<file path="src/rtl/sw_pkg.sv">
// Shared definitions for the stopwatch control slice: FSM state type and default prescaler period.
package sw_pkg;

  typedef enum logic [1:0] {
    ST_IDLE  = 2'd0,
    ST_RUN   = 2'd1,
    ST_PAUSE = 2'd2,
    ST_DONE  = 2'd3
  } sw_state_e;

  localparam int unsigned DIV_DEFAULT = 100000;

endpackage

</file>
<file path="src/rtl/sw_ctrl_if.sv">
// Button/mode inputs and digit-chain control outputs of the stopwatch controller.
interface sw_ctrl_if;

  logic btn_ss;
  logic btn_clr;
  logic mode_down;
  logic rco_all;
  logic ce;
  logic ud;
  logic cnt_clr;
  logic running;
  logic done;

  modport master (
    input  btn_ss, btn_clr, mode_down, rco_all,
    output ce, ud, cnt_clr, running, done
  );

  modport slave (
    output btn_ss, btn_clr, mode_down, rco_all,
    input  ce, ud, cnt_clr, running, done
  );

endinterface

</file>
<file path="src/rtl/sw_btn_edge.sv">
// 2-FF synchronizer followed by a rising-edge detector; one-cycle event per press.
module sw_btn_edge (
  input  logic clk,
  input  logic rst,
  input  logic btn,
  output logic ev
);

  logic [2:0] sh_q;
  logic [2:0] sh_d;

  always_comb begin
    sh_d = {sh_q[1:0], btn};
  end

  always_ff @(posedge clk or posedge rst) begin
    if (rst) sh_q <= '0;
    else     sh_q <= sh_d;
  end

  // sh_q[1] is the synchronized level, sh_q[2] its previous value
  assign ev = sh_q[1] & ~sh_q[2];

endmodule

</file>
<file path="src/rtl/sw_ctrl.sv">
// Stopwatch controller: prescaled count-enable tick, direction, start/stop/clear FSM
// and terminal-count stop for the cascaded BCD digit counters.
module sw_ctrl
  import sw_pkg::*;
#(
  parameter int unsigned DIV     = DIV_DEFAULT,
  parameter bit          WRAP_UP = 1'b0
) (
  input  logic      clk,
  input  logic      rst,
  sw_ctrl_if.master sw
);

  localparam int unsigned    PW         = $clog2(DIV);
  localparam logic [PW-1:0]  PRESC_LAST = PW'(DIV - 1);

  sw_state_e     state_q, state_d;
  logic [PW-1:0] presc_q, presc_d;
  logic          ce_q, ce_d;
  logic          ud_q, ud_d;
  logic          cnt_clr_q, cnt_clr_d;
  logic          running_q, running_d;
  logic          done_q, done_d;

  logic ss_ev;
  logic clr_ev;
  logic tick;

  sw_btn_edge u_ss_edge  (.clk(clk), .rst(rst), .btn(sw.btn_ss),  .ev(ss_ev));
  sw_btn_edge u_clr_edge (.clk(clk), .rst(rst), .btn(sw.btn_clr), .ev(clr_ev));

  assign tick = (presc_q == PRESC_LAST);

  always_comb begin
    state_d   = state_q;
    presc_d   = presc_q;
    ce_d      = 1'b0;
    ud_d      = ud_q;
    cnt_clr_d = 1'b0;

    // clear is tested first everywhere so it wins over a coincident start/stop
    case (state_q)
      ST_IDLE: begin
        ud_d    = ~sw.mode_down;
        presc_d = '0;
        if (clr_ev)     cnt_clr_d = 1'b1;
        else if (ss_ev) state_d   = ST_RUN;
      end
      ST_RUN: begin
        if (clr_ev) begin
          cnt_clr_d = 1'b1;
          state_d   = ST_IDLE;
          presc_d   = '0;
        end else if (ss_ev) begin
          state_d = ST_PAUSE;
        end else if (tick) begin
          presc_d = '0;
          if (sw.rco_all && (!ud_q || !WRAP_UP)) state_d = ST_DONE;
          else                                    ce_d    = 1'b1;
        end else begin
          presc_d = presc_q + 1'b1;
        end
      end
      ST_PAUSE: begin
        if (clr_ev) begin
          cnt_clr_d = 1'b1;
          state_d   = ST_IDLE;
          presc_d   = '0;
        end else if (ss_ev) begin
          state_d = ST_RUN;
        end
      end
      ST_DONE: begin
        if (clr_ev) begin
          cnt_clr_d = 1'b1;
          state_d   = ST_IDLE;
        end
      end
    endcase

    running_d = (state_d == ST_RUN);
    done_d    = (state_d == ST_DONE);
  end

  always_ff @(posedge clk or posedge rst) begin
    if (rst) begin
      state_q   <= ST_IDLE;
      presc_q   <= '0;
      ce_q      <= 1'b0;
      ud_q      <= 1'b1;
      cnt_clr_q <= 1'b0;
      running_q <= 1'b0;
      done_q    <= 1'b0;
    end else begin
      state_q   <= state_d;
      presc_q   <= presc_d;
      ce_q      <= ce_d;
      ud_q      <= ud_d;
      cnt_clr_q <= cnt_clr_d;
      running_q <= running_d;
      done_q    <= done_d;
    end
  end

  assign sw.ce      = ce_q;
  assign sw.ud      = ud_q;
  assign sw.cnt_clr = cnt_clr_q;
  assign sw.running = running_q;
  assign sw.done    = done_q;

endmodule

</file>
<file path="src/flat_wrapper.sv">
// flat-port wrapper written by rule: the top's interface ports become plain ports
module sw_ctrl_flat import sw_pkg::*;
#(
  parameter int unsigned DIV     = DIV_DEFAULT,
  parameter bit          WRAP_UP = 1'b0
)
  (clk, rst, sw_btn_ss, sw_btn_clr, sw_mode_down, sw_rco_all, sw_ce, sw_ud, sw_cnt_clr, sw_running, sw_done);
  sw_ctrl_if sw_i ();
  input  logic clk;
  input  logic rst;
  input wire logic [$bits(sw_i.btn_ss)-1:0] sw_btn_ss;
  input wire logic [$bits(sw_i.btn_clr)-1:0] sw_btn_clr;
  input wire logic [$bits(sw_i.mode_down)-1:0] sw_mode_down;
  input wire logic [$bits(sw_i.rco_all)-1:0] sw_rco_all;
  output wire logic [$bits(sw_i.ce)-1:0] sw_ce;
  output wire logic [$bits(sw_i.ud)-1:0] sw_ud;
  output wire logic [$bits(sw_i.cnt_clr)-1:0] sw_cnt_clr;
  output wire logic [$bits(sw_i.running)-1:0] sw_running;
  output wire logic [$bits(sw_i.done)-1:0] sw_done;
  assign sw_i.btn_ss = sw_btn_ss;
  assign sw_i.btn_clr = sw_btn_clr;
  assign sw_i.mode_down = sw_mode_down;
  assign sw_i.rco_all = sw_rco_all;
  assign sw_ce = sw_i.ce;
  assign sw_ud = sw_i.ud;
  assign sw_cnt_clr = sw_i.cnt_clr;
  assign sw_running = sw_i.running;
  assign sw_done = sw_i.done;
  sw_ctrl #(.DIV(DIV), .WRAP_UP(WRAP_UP)) u_core (.clk(clk), .rst(rst), .sw(sw_i));
endmodule
</file>
<file path="config.mk">
export PLATFORM = sky130hd
export DESIGN_NAME = sw_ctrl_flat
export DESIGN_NICKNAME = d
export VERILOG_FILES = /design/src/rtl/sw_pkg.sv /design/src/rtl/sw_ctrl_if.sv /design/src/rtl/sw_btn_edge.sv /design/src/rtl/sw_ctrl.sv /design/src/flat_wrapper.sv
export SDC_FILE = /design/constraint.sdc
export NUM_CORES = 1
export LEC_CHECK = 0
export CAP_MARGIN = 20
export CORE_ASPECT_RATIO = 0.6
export CORE_MARGIN = 1.5
export CORE_UTILIZATION = 61
export DETAILED_ROUTE_END_ITERATION = 8
export GPL_ROUTABILITY_DRIVEN = 1
export HOLD_SLACK_MARGIN = 0.12
export PLACE_DENSITY = 0.83
export SYNTH_ARGS = -nofsm -noshare
export SYNTH_HDL_FRONTEND = slang
export SYNTH_SLANG_ARGS = --single-unit
</file>
<file path="constraint.sdc">
create_clock -name clk -period 4.23 [get_ports clk]
set_clock_uncertainty 0.1 [all_clocks]
set_input_delay 0.846 -clock clk [delete_from_list [all_inputs] [get_ports clk]]
set_output_delay 0.846 -clock clk [all_outputs]
set_load 0.01 [all_outputs]
</file>
# Word level (Yosys, flattened, before mapping)
# Cells that the tools add are included.
dict set report op_classes {
  reduce_logical 4
  add_sub_neg 1
  muxes 21
  eq_ne 8
  bitwise_logic 5
}
# operator n
set ops {}
lappend ops {{$mux 17} 4}
lappend ops {{$pmux 17 s3} 1}
lappend ops {{$add 17x1->17 const B} 1}
lappend ops {{$eq 17x17->1 const B} 1}
lappend ops {{$mux 2} 8}
lappend ops {{$pmux 2 s4} 1}
lappend ops {{$mux 1} 7}
lappend ops {{$eq 2x2->1 const B} 3}
lappend ops {{$eq 2x1->1 const B} 2}
lappend ops {{$reduce_or 4->1} 1}
lappend ops {{$ne 3x3->1 const B} 1}
lappend ops {{$not 1->1} 3}
lappend ops {{$reduce_and 3->1} 1}
lappend ops {{$reduce_bool 3->1} 1}
lappend ops {{$and 1x1->1} 2}
lappend ops {{$logic_not 2->1} 1}
lappend ops {{$ne 2x1->1 const B} 1}
dict set report totals {
  word_cells 48
  reg_bits 30
}

# Longest topological paths before layout
dict set report logic_depth {
  ltp_word 6
  depth_mapped 7
  mapped_depth_nobuf 6
}

# By module
# A second synthesis with hierarchy kept.
dict set report unflattened {
  hier_cells 155
  area_unflattened_um2 1566.5
}
# module cells_per_inst area_each_um2 n_inst
set by_module_without_submodules {}
lappend by_module_without_submodules {sw_ctrl 145 1381.3 1}
lappend by_module_without_submodules {sw_btn_edge 5 92.6 2}

# Worst setup path after synthesis
# Ideal clock, no wire load.
dict set report synth_timing {
  path_kind {register -> register}
  from {register u_core.presc_q[0]}
  to {register u_core.presc_q[0]}
  synth_period_minus_slack_ps 1897
  stages_incl_launch_ff 8
  required_time_ps 4065
  arrival_ps 1732
  slack_ps 2333
  n_path_buf 1
  cell_sequence {dfrtp_1 > ha_1 > and4_2 > buf_2 > and4_4 > or2_2 > nor2_2 > mux2_2}
}
dict set report synth_via {
  elab_chain_len 5
  word_cells_on_any_way 6
}
# item line
set synth_rtl {}
lappend synth_rtl {{start, declared} sw_ctrl.sv:18} ;# logic [PW-1:0] presc_q, presc_d;
lappend synth_rtl {{start signal, assigned} sw_ctrl.sv:96} ;# presc_q <= presc_d;
lappend synth_rtl {{$add 17x1->17 or $eq 17x17->1 (tied branches)} {sw_ctrl.sv:61, sw_ctrl.sv:32}}
lappend synth_rtl {{$mux 17 *} sw_ctrl.sv:56} ;# end else if (tick) begin
lappend synth_rtl {{$mux 17 *} sw_ctrl.sv:54} ;# end else if (ss_ev) begin
lappend synth_rtl {{$mux 17 *} sw_ctrl.sv:50} ;# if (clr_ev) begin
lappend synth_rtl {{$pmux 17 s3 *} sw_ctrl.sv:42} ;# case (state_q)
# Mark *: on every way between the ends. The rest lies on a longest branch, timed or not. The select of a mux whose other input is x is not followed.
# A chain may end at the register's enable or synchronous reset.

# Worst setup path in the final report
dict set report layout_timing {
  from {register u_core.ud_q (netlist: u_core.sw.ud)}
  to {output port sw_ud}
}
# item line
set layout_rtl {}
lappend layout_rtl {{start, declared} sw_ctrl.sv:20} ;# logic ud_q, ud_d;
lappend layout_rtl {{start signal, assigned} sw_ctrl.sv:98} ;# ud_q <= ud_d;
lappend layout_rtl {{end, declared} flat_wrapper.sv:16} ;# output wire logic [$bits(sw_i.ud)-1:0] sw_ud;
# No word-level cell between the ends.

==> metrics.md <==
| Metric | Value |
|---|---|
| Root buffer selected by CTS | sky130_fd_sc_hd__clkbuf_8 |
| Pint | about 0.00047 W |
| Number of buffer and inverter stages on the critical path | 1 |
| Number of design-rule violations left by the first detailed-router iteration | 51 |
| RSZ-0062 raised after global routing | no |
| Most frequent standard cell in the layout excluding fill and tap cells | sky130_fd_sc_hd__dfrtp_1 |
| Number of hold violations in the final report | 0 |
| Number of rows created at floorplan | 13 |
| Area share of xor/xnor cells in the synthesized design | approximately 3.0% |
| Sequential-to-total area share from yosys stat | approximately 51% |
| Slew margin rel. | between 60% and 70% |
| Setup TNS | 0 ns |
| Post-layout minimum cycle time | 2.27 ns |
| Mux contribution to synthesized area | 0.760% |
| Signal arrival time at the worst endpoint | ~1.3 ns |
| Number of library cell types mapped by synthesis | between 40 and 50 |
| Most frequent cells in the layout | sky130_fd_sc_hd__dfrtp_1 (29), sky130_fd_sc_hd__nand2_1 (13), sky130_fd_sc_hd__nor2_1 (13), sky130_fd_sc_hd__clkdlybuf4s50_1 (10), sky130_fd_sc_hd__nand3_1 (9) |
| Cell Count Post-Placement | 180 |
| Net count after synthesis | 151 |
| Core region area | 2230 um^2 |
| Height of the die | ~40 um |
| Cell area after synthesis | ~1500 um^2 |
| Slowest stage delay, CP | roughly 0.52 ns |
| Routed wire length per instance | ~15 um |
| Smallest setup slack after layout | ~2.0 ns |
| Hpwl dp | ~1900 um |
| Crit end category | output port |
| Wire length of the first global-routing pass | roughly 4500 um |
| Layout net count | 165 |
| Non-filler instance count after layout | approximately 190 |
| Startpoint type of the worst setup path | flop |
| Effective utilization at floorplan | approximately 66% |
| Logic gate share of total power | about an eighth |
| Proportion of power drawn by the clock network | 36.9% |
| Layout cell share with drive strength beyond 1 | 17.0% |
| Post_cts resized | 0 |
| Slew @ Worst Pin | 0.457 ns |
| Post-synthesis cell count | around 140 |
| Bufs on Longest Clock Path | 2 |
| Top flip-flop cell by instance count after synthesis | sky130_fd_sc_hd__dfrtp_1 |
| Final design area excluding fillers | between 1500 and 2000 um^2 |
| Clk Latency, worst-skew pair | about 0.28 ns |
| Width of the die | around 67 um |
| Path category of the worst min-delay check | reg -> reg |
| Slowest cell on crit path | sky130_fd_sc_hd__dfstp_2 |
| Number of optimization iterations in the first detailed-route pass | 4 |
| CTS tree | yes |
| Worst reg2reg path endpoint | u_core.presc_q[9]$_DFFE_PP0P_ |
| All-layer global routing usage | about a quarter |
| Number of clock buffers inserted by TritonCTS | 5 |
| Combinational family with the most area after synthesis | simple AND/OR/NAND/NOR gates |
| Maximum frequency from static timing analysis | between 400 and 500 MHz |
| Worst Path Required | around 3.3 ns |
| Number of global-route vias before repair | just under 1k |
| Total Routed Length | 2780 um |
| Placed Instance Area | about 1600 um^2 |
| Drt via density | between 5 and 6 |
| Layout-stage area growth over the synthesis result | 15.2% |
| Final worst-path cycle share | between 50% and 60% |
| Count of endpoints failing setup in the final report | 0 |
| Leakage | approximately 0.73 nW |
| Result of the run | complete, no violations |
| DRC Markers | 0 |
| Max IR drop VDD | between 200 and 250 uV |
| GRT overflow | 0 |
| Largest fanout on the critical path | 2 |
| Initial antenna violation count | 0 |
| Count of inserted antenna diode cells | 0 |
| Average cell area after synthesis | 10.3 um^2 |
| Post-Synth Simple-Gate Area | 28.6% |
| Endpoint, Worst Hold | u_core.u_ss_edge.sh_q[1]$_DFF_PP0_ |
| Die Footprint | between 2000 and 3000 um^2 |
| Compound-cell area share of the yosys netlist | 12.6% |
| Top Ports | 11 |
| Number of clock sinks seen by CTS | 30 |
| Reg2Reg Setup Slack | about 2.2 ns |
| Total number of H-tree levels | 2 |
| Setup WS pre-CTS | 1.95 ns |
| Hold buffer count at CTS | 0 |
| Category of cells accounting for the largest share of critical-path delay | flip-flops |
| Kind of critical path | reg -> out |
| Share of synthesized registers carrying an async set or reset | 100% |
| Pin count of the biggest net entering global routing | 31 |
| Number of buffer cells added on primary ports | 10 |
| Worst path cell trace | clkdlybuf4s50_1 |
| Sw Share | roughly a quarter |
| Startpoint of the worst-slack reg-to-reg timing path | u_core.presc_q[0]$_DFFE_PP0P_ |
| Yosys reg bits | 30 |
| Startpoint of the most critical hold path | u_core.u_ss_edge.sh_q[0]$_DFF_PP0_ |
| Post-synthesis share of cell area spent on full adders, half adders and majority gates | less than 1% |
| Syn. warnings | 0 |
| Final Max Tran Viols | 0 |
| Part of the power in registers | between 50% and 60% |
| Via count | approximately 1.1k |
| Global placement routability congestion | 0.848 |
| Clock slew at reported path FFs | ~0.06 ns |
| Post-detailed-route count of antenna-violating nets | 0 |
| Setup Fix Bufs, Post-CTS | 0 |
| Hold-critical path depth | 0 |
| Worst path depth | 1 |
| Post-synth EDFFs | 0 |
| Number of cells on the worst reg-to-reg path | 6 |
| Count of max-cap constraint violations | 0 |
| Power density normalized to cell area | about 360 nW/um^2 |
| Net switching power of the design | roughly 0.00016 W |
[synth_stat cells, types with 2 or more instances]
library cell | n | area, um^2
sky130_fd_sc_hd__nor2_1 | 13 | 48.8
sky130_fd_sc_hd__nor2_2 | 3 | 18.8
sky130_fd_sc_hd__o31ai_1 | 2 | 15.0
sky130_fd_sc_hd__a21o_1 | 2 | 15.0
sky130_fd_sc_hd__nor2b_1 | 3 | 18.8
sky130_fd_sc_hd__or2_2 | 3 | 18.8
sky130_fd_sc_hd__or3_1 | 2 | 12.5
sky130_fd_sc_hd__and4_2 | 2 | 20.0
sky130_fd_sc_hd__xor2_1 | 4 | 35.0
sky130_fd_sc_hd__nor3_1 | 3 | 15.0
sky130_fd_sc_hd__a22o_1 | 5 | 43.8
sky130_fd_sc_hd__inv_1 | 3 | 11.3
sky130_fd_sc_hd__and3_1 | 2 | 12.5
sky130_fd_sc_hd__dfrtp_1 | 29 | 726
sky130_fd_sc_hd__nand4_1 | 6 | 37.5
sky130_fd_sc_hd__nand3_1 | 9 | 45.0
sky130_fd_sc_hd__or4_1 | 2 | 15.0
sky130_fd_sc_hd__nand2_1 | 13 | 48.8
sky130_fd_sc_hd__o21ai_0 | 8 | 40.0
sky130_fd_sc_hd__a21oi_1 | 6 | 30.0
[registers in the layout (all words and copies together) (netlist names)]
signal / flops
u_core.presc_q: 17
u_core.u_clr_edge.sh_q: 3
u_core.u_ss_edge.sh_q: 3
u_core.state_q: 2
u_core.sw.ce: 1
u_core.sw.cnt_clr: 1
u_core.sw.done: 1
u_core.sw.running: 1
u_core.sw.ud: 1
[metal layers]
layer | wire length [um] | GRT usage (%)
met5 | 0 | 0
met4 | 0 | 6.12
met3 | 137 | 6.59
met2 | 1250 | 37.8
met1 | 1390 | 32.0
[logic make-up (layout without fill, tap and decap cells)]
family | Yosys count | count (layout)
and+or+nand+nor | 72 | 72
DFF | 30 | 30
AOI/OAI and AO/OA | 27 | 27
buffers and inverters | 8 | 23
xor gates and xnor gates | 5 | 5
adders and majority gates | 1 | 1
muxes | 1 | 1
[metrics by stage]
step | total power, W | utilization [%] | hold WS [ns]
final | 0.000622 | 76.6 | 0.252
after global routing | 0.000649 | 76.6 | 0.267
after detailed placement | 0.000395 | 71.3 | 0.240
after CTS | 0.000622 | 75.4 | 0.254
after global placement | 0.000391 | 71.3 | 0.232
after floorplan | 0.000369 | - | 0.231
[area by class of cell]
class / instances / area [um^2]
multi-input combinational: 106 / 678
clock inverter: 1 / 5.00
timing repair buffer: 11 / 128
fill: 155 / 522
inverter: 4 / 20.0
clock buffer: 7 / 86.3
sequential: 30 / 752
tap: 30 / 37.5
[worst max path at each step]
stage / slack, ns / to / from
final: 1.96 / sw_ud / u_core.sw.ud$_DFFE_PP1N_
after floorplan: 2.33 / u_core.presc_q[0]$_DFFE_PP0P_ / u_core.presc_q[0]$_DFFE_PP0P_
after global routing: 1.92 / sw_ud / u_core.sw.ud$_DFFE_PP1N_
after CTS: 1.96 / sw_ud / u_core.sw.ud$_DFFE_PP1N_
after detailed placement: 1.95 / u_core.presc_q[1]$_DFFE_PP0P_ / rst
after global placement: 1.99 / u_core.presc_q[4]$_DFFE_PP0P_ / rst
[power groups by stage]
stage	clock, W	combinational (W)	sequential (W)
floorplan	0	0.0000521	0.000317
global placement	0	0.0000741	0.000317
detailed placement	0	0.0000765	0.000318
CTS	0.000232	0.0000766	0.000313
global route	0.000244	0.0000898	0.000315
finish	0.000229	0.0000795	0.000313
(Power assumes the default switching activity.)
